[src/rtl/alu_word_sequencer_if.sv]
// alu_word_sequencer_if: word request/response handshake between a requester and the sequencer.
interface alu_word_sequencer_if #(parameter int BYTES = 2);
    localparam int W = 8 * BYTES;
    logic         req_valid;
    logic         req_ready;
    logic [1:0]   req_op;
    logic [W-1:0] req_a;
    logic [W-1:0] req_b;
    logic         rsp_valid;
    logic         rsp_ready;
    logic [W-1:0] rsp_result;
    logic         rsp_carry;
    logic         rsp_zero;
    modport master (
        output req_valid, req_op, req_a, req_b, rsp_ready,
        input  req_ready, rsp_valid, rsp_result, rsp_carry, rsp_zero
    );
    modport slave (
        input  req_valid, req_op, req_a, req_b, rsp_ready,
        output req_ready, rsp_valid, rsp_result, rsp_carry, rsp_zero
    );
endinterface

[src/rtl/alu_word_sequencer.sv]
// alu_word_sequencer: runs word ADD/AND/OR/XOR on the shared 8-bit ALU, one byte per ALU op, LSB first.
module alu_word_sequencer #(
    parameter int BYTES = 2
) (
    input  logic                 clk,
    input  logic                 reset,
    alu_word_sequencer_if.slave  bus,
    output logic                 busy,
    output logic                 alu_enable,
    output logic [2:0]           alu_op,
    output logic [7:0]           alu_in_a,
    output logic [7:0]           alu_in_b,
    input  logic [7:0]           alu_out,
    input  logic                 alu_flag_carry
);
    localparam int IW = BYTES > 1 ? $clog2(BYTES) : 1;
    typedef enum logic [1:0] {IDLE, ISSUE, CAPTURE, DONE} state_t;
    state_t                   state;
    logic [IW-1:0]            idx;
    logic [IW-1:0]            nxt;
    logic [BYTES-1:0][7:0]    a_q;
    logic [BYTES-1:0][7:0]    b_q;
    logic [BYTES-1:0][7:0]    res_nx;
    logic [1:0]               op_q;
    logic                     last;
    // Word ADD starts with plain ADD so a carry left over from an earlier op never enters byte 0.
    function automatic logic [2:0] op_code(input logic [1:0] op, input logic first);
        return op == 2'b00 ? (first ? 3'b000 : 3'b111) : {1'b1, op - 2'b01};
    endfunction
    assign bus.req_ready = state == IDLE;
    assign busy          = state != IDLE;
    assign last          = idx == IW'(BYTES - 1);
    assign nxt           = idx + IW'(1);
    always_comb begin
        res_nx      = bus.rsp_result;
        res_nx[idx] = alu_out;
    end
    always_ff @(posedge clk or posedge reset) begin
        if (reset) begin
            state          <= IDLE;
            idx            <= '0;
            a_q            <= '0;
            b_q            <= '0;
            op_q           <= '0;
            bus.rsp_valid  <= 1'b0;
            bus.rsp_result <= '0;
            bus.rsp_carry  <= 1'b0;
            bus.rsp_zero   <= 1'b0;
            alu_enable     <= 1'b0;
            alu_op         <= 3'b000;
            alu_in_a       <= '0;
            alu_in_b       <= '0;
        end else begin
            alu_enable <= 1'b0;
            alu_op     <= 3'b000;
            alu_in_a   <= '0;
            alu_in_b   <= '0;
            case (state)
                IDLE: if (bus.req_valid) begin
                    a_q            <= bus.req_a;
                    b_q            <= bus.req_b;
                    op_q           <= bus.req_op;
                    bus.rsp_result <= '0;
                    idx            <= '0;
                    alu_enable     <= 1'b1;
                    alu_op         <= op_code(bus.req_op, 1'b1);
                    alu_in_a       <= bus.req_a[7:0];
                    alu_in_b       <= bus.req_b[7:0];
                    state          <= ISSUE;
                end
                ISSUE: state <= CAPTURE;
                CAPTURE: begin
                    bus.rsp_result <= res_nx;
                    if (last) begin
                        bus.rsp_carry <= op_q == 2'b00 && alu_flag_carry;
                        bus.rsp_zero  <= res_nx == '0;
                        bus.rsp_valid <= 1'b1;
                        state         <= DONE;
                    end else begin
                        idx        <= nxt;
                        alu_enable <= 1'b1;
                        alu_op     <= op_code(op_q, 1'b0);
                        alu_in_a   <= a_q[nxt];
                        alu_in_b   <= b_q[nxt];
                        state      <= ISSUE;
                    end
                end
                DONE: if (bus.rsp_ready) begin
                    bus.rsp_valid <= 1'b0;
                    state         <= IDLE;
                end
            endcase
        end
    end
endmodule

[src/flat_wrapper.sv]
// flat-port wrapper written by rule: the top's interface ports become plain ports
module alu_word_sequencer_flat 
#(
    parameter int BYTES = 2
)
  (clk, reset, busy, alu_enable, alu_op, alu_in_a, alu_in_b, alu_out, alu_flag_carry, bus_req_valid, bus_req_op, bus_req_a, bus_req_b, bus_rsp_ready, bus_req_ready, bus_rsp_valid, bus_rsp_result, bus_rsp_carry, bus_rsp_zero);
  alu_word_sequencer_if #(.BYTES(BYTES)) bus_i ();
  input  logic clk;
  input  logic reset;
  output logic busy;
  output logic alu_enable;
  output logic [2:0] alu_op;
  output logic [7:0] alu_in_a;
  output logic [7:0] alu_in_b;
  input  logic [7:0] alu_out;
  input  logic alu_flag_carry;
  input wire logic [$bits(bus_i.req_valid)-1:0] bus_req_valid;
  input wire logic [$bits(bus_i.req_op)-1:0] bus_req_op;
  input wire logic [$bits(bus_i.req_a)-1:0] bus_req_a;
  input wire logic [$bits(bus_i.req_b)-1:0] bus_req_b;
  input wire logic [$bits(bus_i.rsp_ready)-1:0] bus_rsp_ready;
  output wire logic [$bits(bus_i.req_ready)-1:0] bus_req_ready;
  output wire logic [$bits(bus_i.rsp_valid)-1:0] bus_rsp_valid;
  output wire logic [$bits(bus_i.rsp_result)-1:0] bus_rsp_result;
  output wire logic [$bits(bus_i.rsp_carry)-1:0] bus_rsp_carry;
  output wire logic [$bits(bus_i.rsp_zero)-1:0] bus_rsp_zero;
  assign bus_i.req_valid = bus_req_valid;
  assign bus_i.req_op = bus_req_op;
  assign bus_i.req_a = bus_req_a;
  assign bus_i.req_b = bus_req_b;
  assign bus_i.rsp_ready = bus_rsp_ready;
  assign bus_req_ready = bus_i.req_ready;
  assign bus_rsp_valid = bus_i.rsp_valid;
  assign bus_rsp_result = bus_i.rsp_result;
  assign bus_rsp_carry = bus_i.rsp_carry;
  assign bus_rsp_zero = bus_i.rsp_zero;
  alu_word_sequencer #(.BYTES(BYTES)) u_core (.clk(clk), .reset(reset), .bus(bus_i), .busy(busy), .alu_enable(alu_enable), .alu_op(alu_op), .alu_in_a(alu_in_a), .alu_in_b(alu_in_b), .alu_out(alu_out), .alu_flag_carry(alu_flag_carry));
endmodule
[config.mk]
export PLATFORM = sky130hd
export DESIGN_NAME = alu_word_sequencer_flat
export DESIGN_NICKNAME = d
export VERILOG_FILES = /design/src/rtl/alu_word_sequencer_if.sv /design/src/rtl/alu_word_sequencer.sv /design/src/flat_wrapper.sv
export SDC_FILE = /design/constraint.sdc
export NUM_CORES = 1
export LEC_CHECK = 0
export ABC_CLOCK_PERIOD_IN_PS = 2400
export CORE_ASPECT_RATIO = 1.75
export CORE_MARGIN = 3
export CORE_UTILIZATION = 46
export CTS_BUF_LIST = sky130_fd_sc_hd__clkbuf_2 sky130_fd_sc_hd__clkbuf_4 sky130_fd_sc_hd__clkbuf_8
export DETAILED_ROUTE_END_ITERATION = 10
export PLACE_DENSITY_LB_ADDON = 0.12
export SETUP_SLACK_MARGIN = 0.2
export SLEW_MARGIN = 20
export SYNTH_ARGS = -nofsm -noshare
export SYNTH_HDL_FRONTEND = slang
export SYNTH_SLANG_ARGS = --single-unit
[constraint.sdc]
create_clock -name clk -period 2.4 [get_ports clk]
set_input_delay 0.72 -clock clk [delete_from_list [all_inputs] [get_ports clk]]
set_output_delay 0.72 -clock clk [all_outputs]
set_load 0.05 [all_outputs]
# Word-level counts from Yosys, hierarchy flattened
# Cells that the tools add are included.
word_totals:
  inputBits: 47
  regBits: 76
  output_inout_bits: 41
  elab_cells: 74
op_classes:
  addsub: 3
  mux: 33
  reduce_logical: 14
  n_eq_ne: 6
  order_cmp: 3
op_table:
  columns: ["op", "n"]
  rows:
  - ["$mux W8", 9]
  - ["$pmux W16 S2", 1]
  - ["$pmux W8 S2", 2]
  - ["$bwmux W16", 1]
  - ["$logic_not A16 Y1", 1]
  - ["$mux W16", 1]
  - ["$mux W3", 3]
  - ["$demux W8 S1", 1]
  - ["$mux W2", 4]
  - ["$pmux W2 S4", 1]
  - ["$reduce_and A2 Y1", 4]
  - ["$logic_not A2 Y1", 3]
  - ["$mux W1", 6]
  - ["$pmux W1 S2", 3]
  - ["$pmux W3 S2", 1]
  - ["$reduce_bool A2 Y1", 3]
  - ["$eq A2 B2 Y1 const B", 2]
  - ["$lt A1 B2 Y1 const B", 2]
  - ["$ne A2 B2 Y1 const B", 2]
  - ["$sub A2 B1 Y2 const B", 2]
  - ["$reduce_and A3 Y1", 1]
  - ["$eq A2 B1 Y1 const B", 1]
  - ["$logic_and A1 B1 Y1", 2]
  - ["$ne A2 B1 Y1 const B", 1]
  - ["2 further kinds", 2]

# Longest topological paths before layout
depth:
  ltp_word: 6
  mapped_depth: 6
  ltp_nobuf: 4

# Least setup slack after synthesis
# OpenSTA, ideal clock, no wires.
synth_timing:
  path_kind: "reg-to-output"
  startpoint: "register u_core.state[1]"
  endpoint: "output busy"
  arrival_time_ps: 1823
  path_stages_with_launch: 5
  required_ps: 1680
  path_buffers: 2
  path_slack_ps: -143
  cell_sequence: "dfrtp_1 buf_6 clkbuf_1 nor2_1 inv_1"
synth_via:
  elab_chain_len: 1
synth_lines:
  columns: ["element", "line", "text"]
  rows:
  - ["start: declaration", "alu_word_sequencer.sv:18", "state_t state;"]
  - ["start signal: assignment", "alu_word_sequencer.sv:40", "state <= IDLE;"]
  - ["start signal: assignment", "alu_word_sequencer.sv:69", "state <= ISSUE;"]
  - ["start signal: assignment", "alu_word_sequencer.sv:71", "ISSUE: state <= CAPTURE;"]
  - ["$reduce_bool A2 Y1", "alu_word_sequencer.sv:31", "assign busy = state != IDLE;"]
  - ["end: declaration", "flat_wrapper.sv:10", "output logic busy;"]
# Every way passes these cells.

# Final worst setup path
layout_timing:
  startpoint: "register u_core.state[0]"
  endpoint: "output busy"
# Same word-level chain as after synthesis.

==> impl_metrics.env <==
export IMPL_grt_max_degree=61
export IMPL_crit_path_top_delay_cell="dfrtp_1"
export IMPL_ys_warn_count=0
export IMPL_area_growth_syn_to_layout_pct=46.7
export IMPL_synth_area_mm2=0.00238
export IMPL_cp_max_fo=12
export IMPL_synth_ff_type="dfrtp_1"
export IMPL_die_w_um=60.4
export IMPL_hp_class="flip-flop to flip-flop"
export IMPL_internal_power_mw=2.77
export IMPL_cp_top_family="flip-flops"
export IMPL_grt_ovfl_total=0
export IMPL_yosysUniqueCellTypes=27
export IMPL_fin_crit_ps=2030
export IMPL_die_area_mm2=0.00611
export IMPL_end_kind="output pin"
export IMPL_arrival_ps=1310
export IMPL_hold_violations=0
export IMPL_drt_iter0_drc=76
export IMPL_pwr_share_seq_pct=35.6
export IMPL_cts_clk_slew_worst_paths_ps=60
export IMPL_drc=0
export IMPL_critical_path_class="flip-flop to output pin"
export IMPL_r2r_start="u_core.state[0]"
export IMPL_htree_levels=3
export IMPL_rsz0062_at_grt="no"
export IMPL_worst_pin_slew_ps=558
export IMPL_grt_pass1_wl_um=8470
export IMPL_synth_seq_cells=60
export IMPL_start_kind="flip-flop"
export IMPL_first_pass_iters=4
export IMPL_switching_share_pct=43.2
export IMPL_cts_buffers=9
export IMPL_syn_avg_cell_area_um2=13.6
export IMPL_ant_nets=0
export IMPL_outcome="finished clean"
export IMPL_power_total_mw=4.88
export IMPL_cap_violations=0
export IMPL_syn_num_nets=223
export IMPL_syn_instance_count=175
export IMPL_drv_slew=0
export IMPL_diodes=0
export IMPL_synth_edf_count=0
export IMPL_required_ps=1680
export IMPL_p_sw_mw=2.10
export IMPL_finalSetupTns_ps=0
export IMPL_grt_pass1_vias=1801
export IMPL_ir_drop_uv=977
export IMPL_postCtsResizedCells=33
export IMPL_placement_io_buffers=87
export IMPL_core_rowCount=34
export IMPL_clkLatencyLatePin_ps=340
export IMPL_detail_route_wl_per_cell_um=16.4
export IMPL_io_pins=88
export IMPL_start_util_pct=47.8
export IMPL_gp_congestion=0.766
export IMPL_mostFrequentLayoutCell="dfrtp_1"
export IMPL_nNetsFinal=314
export IMPL_grtUsageTotal_pct=19.0
export IMPL_postCtsHoldBufs=0
export IMPL_fill_cells=383
export IMPL_mostFrequentLayoutCells="dfrtp_1 (59), clkdlybuf4s50_1 (46), a22o_1 (39)"
export IMPL_p_clk_share_pct=18.0
export IMPL_max_stage_delay_ps=660
export IMPL_drt_total_wl_um=5320
export IMPL_finalCritPeriodShare_pct=84.7
export IMPL_holdCritStartpoint="u_core.bus.rsp_carry"
export IMPL_via_per_inst=5.52
export IMPL_fmax_mhz=492
export IMPL_cts_buffer_depth=2
export IMPL_p_per_area_mw_per_mm2=1400
export IMPL_post_cts_buffers=0
export IMPL_crit_path_cell_trace="nor2_4 > inv_1 > buf_12"
export IMPL_core_area_mm2=0.00498
export IMPL_dp_hpwl_um=3840
export IMPL_final_layout_size_suffix_gt1_share_pct=16.6
export IMPL_power_leakage_nw=1.77
export IMPL_critPathLaunch="u_core.state[0]"
export IMPL_setup_viol=0
export IMPL_synth_seq_area_share_pct=63.1
export IMPL_post_route_util_pct=70.2
export IMPL_antenna_found_initial=0
export IMPL_ys_async_sr_fraction_pct=100
export IMPL_p_comb_share_pct=46.4
export IMPL_die_height_um=101
export IMPL_cts_root_buf="clkbuf_8"
export IMPL_num_vias=1793
export IMPL_crit_buf_inv=2
export IMPL_fin_skew_ps=7.42
export IMPL_cts_tree="done"
export IMPL_clock_sinks=60
export IMPL_relSlewSlack_pct=62.7
==> worst paths after layout <==
| kind | cells after the start | end | slack (ps) |
|---|---|---|---|
| setup / recovery | 3 | busy | 370 |
| max in group asynchronous | 3 | u_core.state[1] | 1300 |
| min in group asynchronous | 3 | u_core.bus.rsp_result[1] | 820 |
| setup reg to reg | 3 | u_core.b_q[9] | 790 |
| hold / removal | 2 | u_core.bus.rsp_carry | 480 |
| hold reg to reg | 2 | u_core.bus.rsp_carry | 480 |
==> metal layers <==
layer,global-route usage (%),part of all wire (%),wire length [um]
met4,11.9,3.4,182
met1,20.3,36,1890
met3,5.99,7.0,373
met2,31.5,54,2870
met5,0,0,0
==> power by group through the flow <==
stage                     clock network, mW  registers (mW)  logic (mW)
final                                 0.879            1.74        2.26
after global placement                    0            1.75        2.39
after floorplan                           0            2.41       0.979
after CTS                             0.902            1.74        2.29
after detailed placement                  0            1.77        2.42
after global routing                  0.946            1.80        2.40
==> cells by family after synthesis <==
kind of cell | share of synthesized area [%]
adder cells (fa/ha/maj) | 0.525
AO/OA/AOI/OAI | 17.8
buffers and inverters | 4.20
AND/OR/NAND/NOR | 6.88
flip-flops | 63.1
multiplexers | 7.57
==> layout make-up <==
type                            instances  area (um2)  share of cell area [%]
Sequential cell                        60        1500                    43.0
Timing Repair Buffer                   91         907                    26.0
Multi-Input combinational cell         97         793                    22.7
Clock buffer                           11         139                    3.98
Tap cell                               54        67.6                    1.93
Clock inverter                          5        52.6                    1.50
Inverter                                7        30.0                   0.860
==> state kept, by name (all words and copies together) (netlist names) <==
signal,count
u_core.bus.rsp_result,16
u_core.a_q,8
u_core.alu_in_a,8
u_core.alu_in_b,8
u_core.b_q,8
u_core.alu_op,3
u_core.op_q,2
u_core.state,2
u_core.alu_enable,1
u_core.bus.rsp_carry,1
u_core.bus.rsp_valid,1
u_core.bus.rsp_zero,1
u_core.idx,1
==> per-stage QoR <==
stage          std cells  setup slack, ps  area (um2)  hold slack [ps]
6_report             325              367        3490              479
3_5_place_dp         309              163        3330              458
2_1_floorplan        175              389        2390              442
3_3_place_gp         309              169        3330              452
4_1_cts              325              201        3480              477
5_1_grt              325              287        3490              499
==> Yosys cell counts, drive strengths merged (2+ instances only) <==
| library cell | instances | area share, % |
|---|---|---|
| nor3b | 2 | 1.3 |
| o22ai | 2 | 0.53 |
| nor2b | 2 | 0.53 |
| a22o | 39 | 14 |
| nor4 | 3 | 0.79 |
| buf | 10 | 2.9 |
| dfrtp | 60 | 63 |
| nor2 | 3 | 0.47 |
| o21ai | 9 | 1.9 |
| mux2 | 16 | 7.6 |
| nand2 | 12 | 1.9 |
| inv | 6 | 0.95 |
==> worst min-delay path, delay by kind of cell, from the launching register on <==
family	cells	cell delay, ps
AND/OR/NAND/NOR	1	50
AO/OA/AOI/OAI	1	60
flip-flops	1	340
(Power assumes the default switching activity.)
